## src/rtl/regfile_wb_arbiter.sv

```systemverilog
// Write-port controller for the 32-entry register file: clears X0..X30 after reset,
// then round-robin arbitrates ALU and memory writebacks onto the single write port.
//
// state | meaning
// INIT  | issuing zero writes to X0..X30, one per cycle; both readys held low
// RUN   | arbitrating ALU (A) and memory (M) writeback requests
module regfile_wb_arbiter #(
  parameter int N = 64
) (
  input  logic         clk,
  input  logic         reset_n,
  input  logic         a_valid,
  input  logic [4:0]   a_addr,
  input  logic [N-1:0] a_data,
  output logic         a_ready,
  input  logic         m_valid,
  input  logic [4:0]   m_addr,
  input  logic [N-1:0] m_data,
  output logic         m_ready,
  output logic         we3,
  output logic [4:0]   wa3,
  output logic [N-1:0] wd3,
  output logic         init_done
);

  localparam logic S_INIT = 1'b0;
  localparam logic S_RUN  = 1'b1;

  localparam logic SRC_A = 1'b0;
  localparam logic SRC_M = 1'b1;

  logic       state;
  logic [4:0] cnt;
  logic       last;
  logic       grant_a;
  logic       grant_m;

  // On a tie the requester that was not served most recently wins.
  always_comb begin
    grant_a = 1'b0;
    grant_m = 1'b0;
    if (state == S_RUN) begin
      if (a_valid && m_valid) begin
        if (last == SRC_A) grant_m = 1'b1;
        else               grant_a = 1'b1;
      end else begin
        grant_a = a_valid;
        grant_m = m_valid;
      end
    end
  end

  assign a_ready = grant_a;
  assign m_ready = grant_m;

  always_ff @(posedge clk or negedge reset_n) begin
    if (!reset_n) begin
      state     <= S_INIT;
      cnt       <= 5'd0;
      last      <= SRC_A;
      we3       <= 1'b0;
      wa3       <= 5'd0;
      wd3       <= '0;
      init_done <= 1'b0;
    end else begin
      case (state)
        S_INIT: begin
          we3 <= 1'b1;
          wa3 <= cnt;
          wd3 <= '0;
          cnt <= cnt + 5'd1;
          if (cnt == 5'd30) begin
            state     <= S_RUN;
            init_done <= 1'b1;
          end
        end
        default: begin
          // X31 requests still handshake but never reach the register file.
          if (grant_a) begin
            we3  <= ~&a_addr;
            wa3  <= a_addr;
            wd3  <= a_data;
            last <= SRC_A;
          end else if (grant_m) begin
            we3  <= ~&m_addr;
            wa3  <= m_addr;
            wd3  <= m_data;
            last <= SRC_M;
          end else begin
            we3 <= 1'b0;
          end
        end
      endcase
    end
  end

endmodule
```

## config.mk

```make
export PLATFORM = sky130hd
export DESIGN_NAME = regfile_wb_arbiter
export DESIGN_NICKNAME = d
export VERILOG_FILES = /design/src/rtl/regfile_wb_arbiter.sv
export SDC_FILE = /design/constraint.sdc
export NUM_CORES = 1
export LEC_CHECK = 0
export CAP_MARGIN = 20
export CORE_UTILIZATION = 38
export DETAILED_ROUTE_END_ITERATION = 6
export PLACE_DENSITY = 0.81
export SYNTH_ARGS = -nofsm -noshare
export SYNTH_HDL_FRONTEND = slang
export SYNTH_SLANG_ARGS = --single-unit
```

## constraint.sdc

```tcl
create_clock -name clk -period 1.8 [get_ports clk]
set_input_delay 0.36 -clock clk [delete_from_list [all_inputs] [get_ports clk]]
set_output_delay 0.36 -clock clk [all_outputs]
set_load 0.05 [all_outputs]
```

* After elaboration in Yosys (flattened, before gate mapping) *
Cells that the tools add are included.

word-level totals
  bits in registers = 78
  input port bits = 142
  output and inout bits = 73
  word-level logic and storage cells = 38

operators by class
  add/sub/neg operators = 1
  eq/ne operators = 2
  muxes and demuxes = 19
  bitwise logic cells = 1
  reduce and logical (&&, ||, !) cells = 8

operators with widths
  operator               count
  $mux W64               3
  $mux W5                3
  $mux W1                13
  $reduce_and A5 Y1      2
  $add A5 B1 Y5 const B  1
  $eq A5 B5 Y1 const B   1
  $reduce_and A2 Y1      2
  $ne A3 B3 Y1 const B   1
  $logic_not A1 Y1       2
  $reduce_bool A2 Y1     1
  $logic_and A1 B1 Y1    1
  $not A1 Y1             1

* Longest topological paths before layout *
  word-level depth = 6
  gate-level depth with buffers = 7
  mapped depth without buffers = 4

* Worst setup path before layout *
OpenSTA, ideal clock, no wires.

  kind = flip-flop to output port
  start = register state
  end = output m_ready
  data arrival time = 1.420 ns
  data required time = 1.440 ns
  path slack = 0.020 ns
  cell stages (with the launch flop) = 4
  buffers on the path = 2
  path through = dfrtp_1 clkbuf_1 clkbuf_1 and3_1

between the ends
  cells in the longest elaborated chain, start to end = 1

ends and longest elaborated chain
  item                    line  source
  from (decl)             32    logic state;
  from (signal assigned)  58    state <= S_INIT;
  from (signal assigned)  73    state <= S_RUN;
  $mux W1                 42    if (state == S_RUN) begin
  to (decl)               19    output logic m_ready,

No other way between the ends.

* Final worst setup path *
  start = input a_valid
  end = output a_ready

between the ends
  cells in the longest elaborated chain, start to end = 3

ends and longest elaborated chain
  item                 line  source
  from (decl)          12    input logic a_valid,
  $logic_and A1 B1 Y1  43    if (a_valid && m_valid) begin
  $mux W1 *            43
  $mux W1 *            42
  to (decl)            15    output logic a_ready,

Every way passes the cells marked *; elsewhere a longest branch is shown, timed or not.

==> metrics.md <==
| Metric | Value |
|---|---|
| Main area contributors after synthesis | dfrtp_1 (53%), mux2i_1 (18%), nand2_1 (7.1%) |
| Leakage | 2.73 nW |
| Initial antenna violation count | 0 |
| Asr flop ratio synth | 1.00 |
| Reg-to-Reg End | wd3[12] |
| Top_reg_cell synth | dfrtp_1 |
| Post-Route WL | 11000 µm |
| Clock sink total | 78 |
| Sequential area share after synthesis | 0.533 |
| Final setup fails | 0 |
| Synthesis-to-layout area growth | 68.6% |
| Max_slew headroom | 0.671 |
| Mapped Cells | 348 |
| Max VDD drop | 0.455 mV |
| Clock root buffer | clkbuf_8 |
| CP Capture Type | output pin |
| Routed wire per std cell | between 15 and 20 µm |
| Worst hold path class | reg -> reg |
| Nets | 716 |
| XOR/XNOR share of the synthesized area | 0.00956 |
| Slowest stage cell, crit path | clkdlybuf4s50_1 |
| Actual slew at the worst max-slew pin | approximately 0.49 ns |
| Final std cells w/o fill | 706 |
| Die H | 100 µm |
| CP endpoint | a_ready |
| Clock Skews | 0.00882 ns |
| # fillers | 753 |
| H-tree depth | 3 |
| Area leader, netlist | dfrtp_1 |
| Crit path cell chain | clkdlybuf4s50_1 > nand2_1 > a21oi_4 > buf_12 > buf_12 |
| WS Path Type | in -> out |
| Critical Path Start Type | primary input |
| Layout cells sized above 1 | 0.203 |
| Syn Nets | between 400 and 500 |
| IO Pins | approximately 220 |
| Worst Path Arrival | 1.39 ns |
| Fin crit share | 0.970 |
| Cell variety after synth | 30 |
| Most common cell in the netlist | dfrtp_1 |
| Worst-Skew Late Latency | 0.34 ns |
| Initial Util | 0.395 |
| Area of the die | 10000 µm² |
| Setup TNS | 0 ns |
| DP HPWL | 8290 µm |
| FMAX | 0.573 GHz |
| Top Family by Delay on Critical Path | buffers and inverters |
| Synth Area in Adders | 0.00683 |
| Tot GR Track Use | 0.217 |
| Syn Std Cell Area | 3660 µm² |
| Buffers on Ports | between 200 and 250 |
| Final Cell Area | ~6000 µm² |
| FP Rows | 35 |
| Crit path from | a_valid |
| CTS tree | yes |
| Worst slack, placed | -0.139 ns |
| Mux cell area share after synthesis | 0.186 |
| R2r setup slk | 0.28 ns |
| Levels on crit path | 5 |
| Simple-Gate Fraction of Synth Area | 0.0908 |
| Placed cells | approximately 700 |
| Max Fanout on Critical Path | 2 |
| Post-synthesis compound-gate area fraction | 0.128 |
| Minimum clock period | 1.75 ns |
| Dpl cell area | 5900 µm² |
| Final worst slack | ~0.054 ns |
| Max Cap Viol | 0 |
| Width of the die | 100 µm |
| Pin count of the biggest net entering global routing | 44 |
| Pwr dens | about 860 nW/µm² |
| Vias in the first global route | 3528 |
| Gpl congestion | 0.780 |
| Outcome | complete, no violations |
| Diode count | 0 |
| Largest family of logic cells by synthesized area | multiplexers |
| Num CTS Buffers | 9 |
| Initial DRC count | 92 |
| DRT Pass-1 Iters | 6 |
| Final max-slew violation count | 0 |
| Worst-case clock buffer depth | 2 |
| Post-Syn Area per Cell | 10.5 µm² |
| Crit path largest cell delay | 0.50 ns |
| Reg2reg start | last |
| Worst hold margin | 0.485 ns |
| Worst-path clk slew | 0.08 ns |
| FF+latch count, synth | 78 |
| Total global routing overflow | 0 |
| First-pass GRT wire length | 16900 µm |
| DRC | 0 |
| Synth top area share | 0.533 |
| FF-to-FF path depth | 7 |
| Most used cell, CP | buf_12 |
| Number of synthesized flops with an enable pin | 0 |
| Vias per Instance | 4.86 |
| Critical Path RT | about 1.4 ns |
| CORE AREA | 9280 µm² |
| RSZ-0062 raised after global routing | no |
| Synth warnings | 0 |
| Commonest cells in the synthesized netlist | dfrtp_1 (78), nand2_1 (69), mux2i_1 (67) |
| Antenna violation net count after detailed routing | 0 |
| WP buf/inv | 3 |
| Vias post-DR | 3430 |
| Hold Fails Final Rpt | 0 |
[stage by stage]
stage	util	power (mW)
floorplan	-	3.10
global placement	0.636	3.89
detailed placement	0.636	3.93
CTS	0.663	5.36
global route	0.665	5.55
finish	0.665	5.33
[per-layer routing]
| metal | vias to the layer above | track usage | wire length, µm |
|---|---|---|---|
| met4 | 0 | 0.0892 | 269 |
| met2 | 128 | 0.401 | 5810 |
| met3 | 26 | 0.0425 | 576 |
| met1 | 1623 | 0.244 | 4370 |
| li1 | 1653 | - | - |
| met5 | - | 0 | 0 |
[worst register-to-register path, cell delays in order (launching register included)]
cell     delay [ns]
dfrtp_1        0.41
inv_2          0.07
a21oi_4        0.17
buf_12         0.13
buf_6          0.16
buf_12         0.17
mux2i_1        0.19
o21ai_0        0.09
[state kept, by name, summed over array words and instances (netlist names)]
| name | cells |
|---|---|
| wd3 | 64 |
| cnt | 5 |
| wa3 | 5 |
| init_done | 1 |
| last | 1 |
| state | 1 |
| we3 | 1 |
[worst min-delay path by stage]
stage               startpoint       to  cells past startpoint
global route           wd3[52]  wd3[52]                      2
finish                 wd3[49]  wd3[49]                      2
detailed placement     reset_n  wd3[42]                      1
CTS                    wd3[37]  wd3[37]                      2
global placement       reset_n  wd3[42]                      1
floorplan              reset_n   cnt[0]                      0
[layout make-up]
| class | count | area (µm²) | share of cell area |
|---|---|---|---|
| repair buffers | 238 | 2270 | 0.368 |
| flip-flops and latches | 78 | 1950 | 0.316 |
| multi-input cells | 240 | 1560 | 0.253 |
| well taps | 129 | 161 | 0.0261 |
| clock buffers | 12 | 145 | 0.0235 |
| clock inverters | 4 | 70.1 | 0.0113 |
| inverters | 5 | 18.8 | 0.00304 |
[logic make-up (layout without fill, tap and decap cells)]
family	Yosys count	in the layout
buf+inv	30	259
flops	78	78
compound gates	84	84
fa+ha+maj	2	2
xor+xnor	4	4
mux	68	68
simple gates	82	82
[repair_timing]
action | CTS | global route
setup endpoints to repair | 2 | 16
hold buffers | 1 | 0
pin swaps | 0 | 0
gates resized for setup | 3 | 1
endpoints found under the hold margin | 28 | 0
setup buffers | 2 | 3
[power breakdown]
part	switching [mW]	leakage [nW]	total (mW)	internal, mW
clock	0.614	0.110	1.43	0.817
sequential	0.105	0.906	2.04	1.94
combinational	1.10	1.72	1.86	0.762
[placed cells by master, fill, tap and decap left out, types with 3 or more instances in the layout]
cell type / count
clkdlybuf4s50_1: 139
buf_4: 85
dfrtp_1: 78
nand2_1: 69
mux2i_1: 67
o21ai_0: 49
o21ai_1: 18
clkbuf_8: 10
buf_12: 10
inv_1: 4
nand3_1: 4
o22ai_1: 4
xnor2_1: 4
nor2b_1: 3
o221ai_1: 3
(Power assumes the default switching activity.)
